[src/rtl/preimage_search_pkg.sv]
// Shared types for the preimage search sweeper: FSM state encoding and the settle counter width.
package preimage_search_pkg;
  localparam int SETTLE_W = 4;

  typedef enum logic [2:0] {
    IDLE  = 3'd0,
    APPLY = 3'd1,
    CHECK = 3'd2,
    EMIT  = 3'd3,
    FIN   = 3'd4
  } state_e;
endpackage

[src/rtl/preimage_search_if.sv]
// Control, CUT and match-stream bundle for preimage_search; slave = the search engine side.
interface preimage_search_if #(
  parameter int N_IN  = 2,
  parameter int N_OUT = 8
);
  logic             start;
  logic [N_OUT-1:0] target;
  logic [N_OUT-1:0] care;
  logic [N_IN-1:0]  cut_x;
  logic [N_OUT-1:0] cut_f;
  logic             m_valid;
  logic             m_ready;
  logic [N_IN-1:0]  m_x;
  logic             busy;
  logic             done;
  logic [N_IN:0]    match_count;

  modport slave (
    input  start, target, care, cut_f, m_ready,
    output cut_x, m_valid, m_x, busy, done, match_count
  );

  modport master (
    output start, target, care, cut_f, m_ready,
    input  cut_x, m_valid, m_x, busy, done, match_count
  );
endinterface

[src/rtl/preimage_search.sv]
// Sweeps every CUT input assignment, compares masked outputs against a target and streams
// out each matching assignment in ascending order, then pulses done with the match count.
module preimage_search
  import preimage_search_pkg::*;
#(
  parameter int N_IN   = 2,
  parameter int N_OUT  = 8,
  parameter int SETTLE = 1
) (
  input  logic              clk,
  input  logic              rst_n,
  preimage_search_if.slave  bus
);
  localparam logic [N_IN-1:0]     LAST      = {N_IN{1'b1}};
  localparam logic [SETTLE_W-1:0] WAIT_LAST = SETTLE_W'(SETTLE - 1);

  state_e              state_q, state_d;
  logic [N_IN-1:0]     idx_q, idx_d;
  logic [SETTLE_W-1:0] wait_q, wait_d;
  logic [N_IN:0]       count_q, count_d;
  logic [N_IN:0]       mc_q, mc_d;
  logic [N_OUT-1:0]    target_q, target_d;
  logic [N_OUT-1:0]    care_q, care_d;
  logic [N_IN-1:0]     m_x_q, m_x_d;
  logic                m_valid_q, m_valid_d;
  logic                busy_q, busy_d;
  logic                done_q, done_d;
  logic                hit;

  assign hit = ((bus.cut_f ^ target_q) & care_q) == '0;

  always_comb begin
    state_d   = state_q;
    idx_d     = idx_q;
    wait_d    = wait_q;
    count_d   = count_q;
    mc_d      = mc_q;
    target_d  = target_q;
    care_d    = care_q;
    m_x_d     = m_x_q;
    m_valid_d = m_valid_q;
    busy_d    = busy_q;
    done_d    = 1'b0;
    unique case (state_q)
      IDLE: if (bus.start) begin
        target_d = bus.target;
        care_d   = bus.care;
        idx_d    = '0;
        count_d  = '0;
        mc_d     = '0;
        wait_d   = '0;
        busy_d   = 1'b1;
        state_d  = APPLY;
      end
      APPLY: begin
        if (wait_q == WAIT_LAST) state_d = CHECK;
        else                     wait_d  = wait_q + 1'b1;
      end
      CHECK: begin
        wait_d = '0;
        if (hit) begin
          m_x_d     = idx_q;
          m_valid_d = 1'b1;
          count_d   = count_q + 1'b1;
          state_d   = EMIT;
        end else if (idx_q == LAST) begin
          done_d  = 1'b1;
          mc_d    = count_q;
          state_d = FIN;
        end else begin
          idx_d   = idx_q + 1'b1;
          state_d = APPLY;
        end
      end
      EMIT: if (m_valid_q && bus.m_ready) begin
        m_valid_d = 1'b0;
        if (idx_q == LAST) begin
          done_d  = 1'b1;
          mc_d    = count_q;
          state_d = FIN;
        end else begin
          idx_d   = idx_q + 1'b1;
          state_d = APPLY;
        end
      end
      FIN: begin
        busy_d  = 1'b0;
        state_d = IDLE;
      end
      default: state_d = IDLE;
    endcase
  end

  // done is registered on the edge entering FIN so it coincides with the FIN state itself.
  always_ff @(posedge clk or negedge rst_n) begin
    if (!rst_n) begin
      state_q   <= IDLE;
      idx_q     <= '0;
      wait_q    <= '0;
      count_q   <= '0;
      mc_q      <= '0;
      target_q  <= '0;
      care_q    <= '0;
      m_x_q     <= '0;
      m_valid_q <= 1'b0;
      busy_q    <= 1'b0;
      done_q    <= 1'b0;
    end else begin
      state_q   <= state_d;
      idx_q     <= idx_d;
      wait_q    <= wait_d;
      count_q   <= count_d;
      mc_q      <= mc_d;
      target_q  <= target_d;
      care_q    <= care_d;
      m_x_q     <= m_x_d;
      m_valid_q <= m_valid_d;
      busy_q    <= busy_d;
      done_q    <= done_d;
    end
  end

  assign bus.cut_x       = idx_q;
  assign bus.m_valid     = m_valid_q;
  assign bus.m_x         = m_x_q;
  assign bus.busy        = busy_q;
  assign bus.done        = done_q;
  assign bus.match_count = mc_q;
endmodule

[src/flat_wrapper.sv]
// flat-port wrapper written by rule: the top's interface ports become plain ports
module preimage_search_flat import preimage_search_pkg::*;
#(
  parameter int N_IN   = 2,
  parameter int N_OUT  = 8,
  parameter int SETTLE = 1
)
  (clk, rst_n, bus_start, bus_target, bus_care, bus_cut_f, bus_m_ready, bus_cut_x, bus_m_valid, bus_m_x, bus_busy, bus_done, bus_match_count);
  preimage_search_if #(.N_IN(N_IN), .N_OUT(N_OUT)) bus_i ();
  input  logic clk;
  input  logic rst_n;
  input wire logic [$bits(bus_i.start)-1:0] bus_start;
  input wire logic [$bits(bus_i.target)-1:0] bus_target;
  input wire logic [$bits(bus_i.care)-1:0] bus_care;
  input wire logic [$bits(bus_i.cut_f)-1:0] bus_cut_f;
  input wire logic [$bits(bus_i.m_ready)-1:0] bus_m_ready;
  output wire logic [$bits(bus_i.cut_x)-1:0] bus_cut_x;
  output wire logic [$bits(bus_i.m_valid)-1:0] bus_m_valid;
  output wire logic [$bits(bus_i.m_x)-1:0] bus_m_x;
  output wire logic [$bits(bus_i.busy)-1:0] bus_busy;
  output wire logic [$bits(bus_i.done)-1:0] bus_done;
  output wire logic [$bits(bus_i.match_count)-1:0] bus_match_count;
  assign bus_i.start = bus_start;
  assign bus_i.target = bus_target;
  assign bus_i.care = bus_care;
  assign bus_i.cut_f = bus_cut_f;
  assign bus_i.m_ready = bus_m_ready;
  assign bus_cut_x = bus_i.cut_x;
  assign bus_m_valid = bus_i.m_valid;
  assign bus_m_x = bus_i.m_x;
  assign bus_busy = bus_i.busy;
  assign bus_done = bus_i.done;
  assign bus_match_count = bus_i.match_count;
  preimage_search #(.N_IN(N_IN), .N_OUT(N_OUT), .SETTLE(SETTLE)) u_core (.clk(clk), .rst_n(rst_n), .bus(bus_i));
endmodule
[config.mk]
export PLATFORM = sky130hd
export DESIGN_NAME = preimage_search_flat
export DESIGN_NICKNAME = d
export VERILOG_FILES = /design/src/rtl/preimage_search_pkg.sv /design/src/rtl/preimage_search_if.sv /design/src/rtl/preimage_search.sv /design/src/flat_wrapper.sv
export SDC_FILE = /design/constraint.sdc
export NUM_CORES = 1
export LEC_CHECK = 0
export ABC_AREA = 1
export CAP_MARGIN = 15
export CORE_AREA = 4 4 77 79
export CTS_CLUSTER_SIZE = 24
export DETAILED_ROUTE_END_ITERATION = 10
export DIE_AREA = 0 0 81 83
export SLEW_MARGIN = 20
export SYNTH_ARGS = -nofsm -noshare
export SYNTH_HDL_FRONTEND = slang
export SYNTH_SLANG_ARGS = --single-unit
[constraint.sdc]
create_clock -name clk -period 4.9 [get_ports clk]
set_clock_uncertainty 0.2 [all_clocks]
set_input_delay 0.98 -clock clk [delete_from_list [all_inputs] [get_ports clk]]
set_output_delay 0.98 -clock clk [all_outputs]
set_load 0.02 [all_outputs]
==> results of run 1 <==
[cell usage in the layout, fill, tap and decap left out, drive strengths merged]
cell | Yosys | final
xor2 | 1 | 1
ha | 4 | 4
dfrtp | 36 | 36
o21ai | 5 | 5
xnor2 | 2 | 2
o22ai | 1 | 1
nor3 | 1 | 1
or2 | 1 | 1
mux2 | 8 | 8
o31ai | 2 | 2
inv | 34 | 34
buf | 3 | 1
nand2 | 55 | 55
clkbuf | 0 | 7
clkdlybuf4s50 | 0 | 37
a21oi | 11 | 11
nand3 | 15 | 15
nor2 | 23 | 23
nand4 | 6 | 6
nand3b | 1 | 1
[synthesized netlist by cell type]
cell type  instances
inv_2              2
xnor2_1            2
o31ai_1            2
mux2_4             3
o21ai_0            1
buf_6              1
dfrtp_1           36
inv_1             32
a21oi_1           10
nand3b_1           1
a21oi_4            1
o21ai_1            4
nor2_1            21
ha_1               4
nor2_4             1
o22ai_1            1
nand2_1           50
mux2_2             5
or2_0              1
nand3_1           13
xor2_1             1
nor3_1             1
nand2_2            5
nor2_2             1
nand3_2            2
buf_2              2
nand4_1            6
[metal layers]
layer / vias up / share of wire [%]
met5: - / 0
met4: 0 / 1.7
met3: 5 / 6.8
met2: 35 / 45
met1: 624 / 47
li1: 744 / -
[critical path, delay by kind of cell]
family	cells	cell delay (ns)
buf+inv	1	0.48
simple gates	9	1.08
[layout make-up]
class | count | area [sq um] | share of cell area (%)
flip-flops and latches | 36 | 900.9 | 38.50
repair buffers | 38 | 377.9 | 16.15
multi-input cells | 136 | 747.0 | 31.93
clock buffers | 7 | 96.34 | 4.118
inverters | 34 | 127.6 | 5.455
well taps | 72 | 90.09 | 3.850
[flip-flops by register name (all words and copies together), names as in the netlist]
| name | flops |
|---|---|
| u_core.state_q | 3 |
| u_core.wait_q | 4 |
| u_core.bus.done | 1 |
| u_core.bus.m_valid | 1 |
| u_core.count_q | 3 |
| u_core.bus.busy | 1 |
| u_core.bus.match_count | 3 |
| u_core.bus.m_x | 2 |
| u_core.care_q | 8 |
| u_core.target_q | 8 |
| u_core.bus.cut_x | 2 |
[worst paths after layout]
check	end	slack (ns)
max reg2reg	u_core.count_q[0]	3.10
max	u_core.count_q[0]	2.36
max in group asynchronous	u_core.care_q[5]	3.27
min in group asynchronous	u_core.care_q[4]	0.90
min	u_core.bus.match_count[2]	0.27
min reg2reg	u_core.bus.match_count[2]	0.27
[where the power goes]
group	total [mW]	switching, mW	internal [mW]
sequential	0.297	0	0.297
clock	0.224	0.0994	0.125
combinational	0.0314	0.0109	0.0205
[cells by family (layout without fill, tap and decap cells)]
kind of cell / after synthesis / after routing / share of synthesized area (%)
AOI/OAI and AO/OA: 19 / 19 / 6.268
xor gates and xnor gates: 3 / 3 / 1.463
adders and majority gates: 4 / 4 / 2.786
buffers and inverters: 37 / 79 / 8.287
DFF: 36 / 36 / 50.14
muxes: 8 / 8 / 5.640
and+or+nand+nor: 102 / 102 / 25.42
[through the flow]
| stage | instances | utilization, % | setup WS [ns] | hold slack, ns | cell area (sq um) |
|---|---|---|---|---|---|
| 2_1_floorplan | 209 | - | 2.814 | 0.2678 | 1797 |
| 3_3_place_gp | 316 | 42.03 | 2.061 | 0.2605 | 2243 |
| 3_5_place_dp | 316 | 42.03 | 2.019 | 0.2665 | 2243 |
| 4_1_cts | 323 | 43.84 | 2.328 | 0.2842 | 2340 |
| 5_1_grt | 323 | 43.84 | 2.127 | 0.3071 | 2340 |
| 6_report | 323 | 43.84 | 2.359 | 0.2746 | 2340 |
==> results.md, run 1 <==
- Hold Path Depth: 2
- FF-to-FF path depth: 10
- CP startpoint: bus_cut_f[4]
- Final GP Congestion: 0.7602
- Die X-Extent: 81 um
- Num CTS Buffers: 5
- Area Overhead vs Synth: 30.22%
- DRC errors left: 0
- Leak: 1.224 nW
- Inserted Diodes: 0
- Fin. Hold Viols: 0
- Synthesized flop and latch total: 36
- Met3 usage: 4.881%
- First-pass GRT wire length: 5464 um
- Seq/Total Area, Yosys: 50.14%
- Worst hold path class: flip-flop to flip-flop
- TritonCTS clock tree: yes
- Synth Area per Inst: 8.597 sq um
- Setup Fix Bufs, Post-CTS: 0
- Total Wirelength: 3303 um
- Tot Pwr: 0.5530 mW
- Layout fillers: 553
- Post-CTS Resized: 0
- Synth Instances: 209
- All-Layer GR Usage: 10.56%
- Longest Clk Path Bufs: 2
- Initial Utilization: 33.66%
- # IOs: 38
- Root buf cell: clkbuf_8
- Reg clk slew, reported paths: 0.07 ns
- Max cap viols: 0
- Fin crit period: 2.541 ns
- Worst slew margin: 66.23%
- Antenna-violating nets left: 0
- Layout Nets: 283
- Share of cells above drive strength 1: 11.16%
- RSZ-0062 raised after global routing: false
- Hold Startpoint: u_core.bus.match_count[2]
- Rows: 27
- Setup TNS: 0 ns
- DR pass1 iterations: 4
- Core Area: 5338 sq um
- Critical Path Most Common Cell: nand2_1
- Peak supply drop: 0.0001313 V
- Setup violations, final: 0
- Crit end category: flip-flop
- Synth cell types: 27
- Clk_lat worst skew: 0.29 ns
- Share of the clock period used by the worst path: 51.85%
- Status: completed
- CP Max Fanout: 17
- GRT busiest layer: met2
- Grt ovf: 0
- Worst Setup Start Kind: input pin
- H-Tree Depth: 2
- GR Util met2: 16.06%
- Crit Reg-Reg Startpoint: u_core.target_q[6]
- Drt initial violations: 46
- # hold bufs at CTS: 0
- Slowest cell on crit path: clkdlybuf4s50_1
- Crit Path Class: input pin to flip-flop
- Top-area cell type share of the netlist area: 50.14%
- Req. time, crit path: 4.88 ns
- Crit-path max cell delay: 0.48 ns
- Post-synthesis cell area: 1797 sq um
- CTS Sinks: 36
- Worst Max-Slew Pin Slew: 0.5047 ns
- Die Height: 83 um
- DR WL/cell: 10.23 um
- Via count: 1408
- Cell taking the most area after synthesis: dfrtp_1
- Fmax: 393.6 MHz
- Vias in the first global route: 1272
- Largest net degree at the start of global routing: 37
- Initial antenna violation count: 0
- Port bufs: 37
- Synth warn: 0
- Worst path cell trace: clkdlybuf4s50_1 > nand2_1 > nand3_1 > nand2_1 > nor2_1 > nand3_2 > nand2_1 > nand2_1 > nand2_1 > nand2_1
- Net count after synthesis: 241
- Top cells by area, synth: dfrtp_1, nand2_1, inv_1
- Global Route met1 Usage: 12.83%
- PD cells: 236.3 nW/um^2
- DIE AREA: 6723 sq um
- Avg Vias per Cell: 4.359
- CP arrival: 2.52 ns
- Slew Viols, Final: 0
- DP Wirelength: 2534 um
Note: power is estimated with default switching activity, not from simulation.
==> inputs of run 2 (changes only) <==
clock period = 2.2 ns   (was 4.9 ns; I/O delays follow)
==> results.md, run 2 (synthesis gave the netlist of run 1 again) <==
- Status: completed
- Setup violations, final: 0
- Via count: 1447
- Clk_lat worst skew: 0.29 ns
- Vias in the first global route: 1400
- Fmax: 509.3 MHz
- Crit-path max cell delay: 0.63 ns
- RSZ-0062 raised after global routing: false
- Die Height: 83 um
- Post-CTS Resized: 0
- Core Area: 5338 sq um
- Most frequent cells in the layout: nand2_1, clkdlybuf4s50_1, dfrtp_1
- TritonCTS clock tree: yes
- Drt initial violations: 91
- Setup TNS: 0 ns
- Antenna-violating nets left: 0
- Rows: 27
- P_int: 1.043 mW
- Hold Path Depth: 2
- Initial Utilization: 33.66%
- Reg clk slew, reported paths: 0.07 ns
- Final GP Congestion: 0.8023
- CP arrival: 1.32 ns
- Sequential Power Share: 50.7%
- Area Overhead vs Synth: 32.94%
- Comb pwr share: 5.4%
- Largest registers: u_core.care_q x8, u_core.target_q x8, u_core.wait_q x4
- Max cap viols: 0
- Slew Viols, Final: 0
- Total Wirelength: 3400 um
- Worst path cell trace: clkdlybuf4s50_1
- Fin. Hold Viols: 0
- Inserted Diodes: 0
- Worst Setup Start Kind: flip-flop
- Layout Nets: 288
- Worst hold path class: flip-flop to flip-flop
- FF-to-FF path depth: 6
- Worst Max-Slew Pin Slew: 0.4555 ns
- Sw frac: 19.96%
- H-Tree Depth: 2
- Die X-Extent: 81 um
- Hold slack: 0.2805 ns
- Grt ovf: 0
- # hold bufs at CTS: 0
- DR WL/cell: 10.33 um
- PD cells: 545.7 nW/um^2
- # IOs: 38
- Worst slew margin: 69.63%
- Setup Fix Bufs, Post-CTS: 0
- Crit end category: output port
- Placed cell area: 2281 sq um
- Fin crit period: 1.963 ns
- Layout fillers: 554
- Port bufs: 37
- First-pass GRT wire length: 5816 um
- Net Sw Power: 0.2602 mW
- Initial antenna violation count: 0
- Slowest cell on crit path: clkdlybuf4s50_1
- Crit-path leading delay family: buffers and inverters
- Avg Vias per Cell: 4.398
- DRC errors left: 0
- Root buf cell: clkbuf_8
- Share of the clock period used by the worst path: 89.24%
- CP Max Fanout: 4
- Leak: 1.250 nW
- Crit Path Class: flip-flop to output port
- Num CTS Buffers: 5
- WP buf/inv: 1
- All-Layer GR Usage: 11.23%
- CP Depth: 1
- Clock power share: 43.9%
- Largest net degree at the start of global routing: 37
- Req. time, crit path: 1.56 ns
- DP Wirelength: 2609 um
- Longest Clk Path Bufs: 2
- Tot Pwr: 1.304 mW
- CTS Sinks: 36
- DR pass1 iterations: 4
- Most common cell after layout, fill and taps aside: nand2_1
- Fin area: 2389 sq um
- Share of cells above drive strength 1: 12.84%
- DIE AREA: 6723 sq um
- Peak supply drop: 0.0002869 V
## run 2: power by group through the flow
stage / logic [mW] / registers (mW) / clock network [mW]
final: 0.0705 / 0.661 / 0.572
after detailed placement: 0.0722 / 0.674 / 0
after CTS: 0.0723 / 0.661 / 0.590
after floorplan: 0.00670 / 0.674 / 0
after global routing: 0.0778 / 0.661 / 0.621
after global placement: 0.0721 / 0.674 / 0
## run 2: final timing paths
kind,startpoint,endpoint,slack [ns]
min in group asynchronous,rst_n,u_core.target_q[4],0.36
hold reg to reg,u_core.bus.match_count[2],u_core.bus.match_count[2],0.28
max in group asynchronous,rst_n,u_core.care_q[5],1.12
hold / removal,u_core.bus.match_count[2],u_core.bus.match_count[2],0.28
setup reg to reg,u_core.state_q[2],u_core.care_q[0],0.51
setup / recovery,u_core.bus.cut_x[1],bus_cut_x[1],0.24
## run 2: area by class of cell
| cell class | instances | area, sq um | share of cell area, % |
|---|---|---|---|
| Clock buffer | 6 | 72.57 | 3.038 |
| Clock inverter | 2 | 35.03 | 1.467 |
| Inverter | 34 | 127.6 | 5.343 |
| Multi-Input combinational cell | 136 | 747.0 | 31.27 |
| Sequential cell | 36 | 900.9 | 37.72 |
| Tap cell | 72 | 90.09 | 3.772 |
| Timing Repair Buffer | 43 | 415.4 | 17.39 |
## run 2: per-layer routing
layer,global-route usage (%),share of wire [%],up-vias
li1,-,-,755
met3,3.688,7.5,4
met1,13.27,45,650
met5,0,0,-
met2,17.85,47,38
met4,5.837,1.0,0
## run 2: metrics by stage
stage,instances,util (%),setup slack (ns)
finish,329,44.75,0.2367
detailed placement,321,42.73,0.004170
global placement,321,42.73,0.06556
CTS,329,44.75,0.2080
floorplan,209,-,0.6539
global route,329,44.75,0.1442
==> inputs of run 3 (changes only) <==
HOLD_SLACK_MARGIN = 0.15   (was default)
==> results of run 3 <==
Final layout, timing and power as in run 2 (identical DEF).
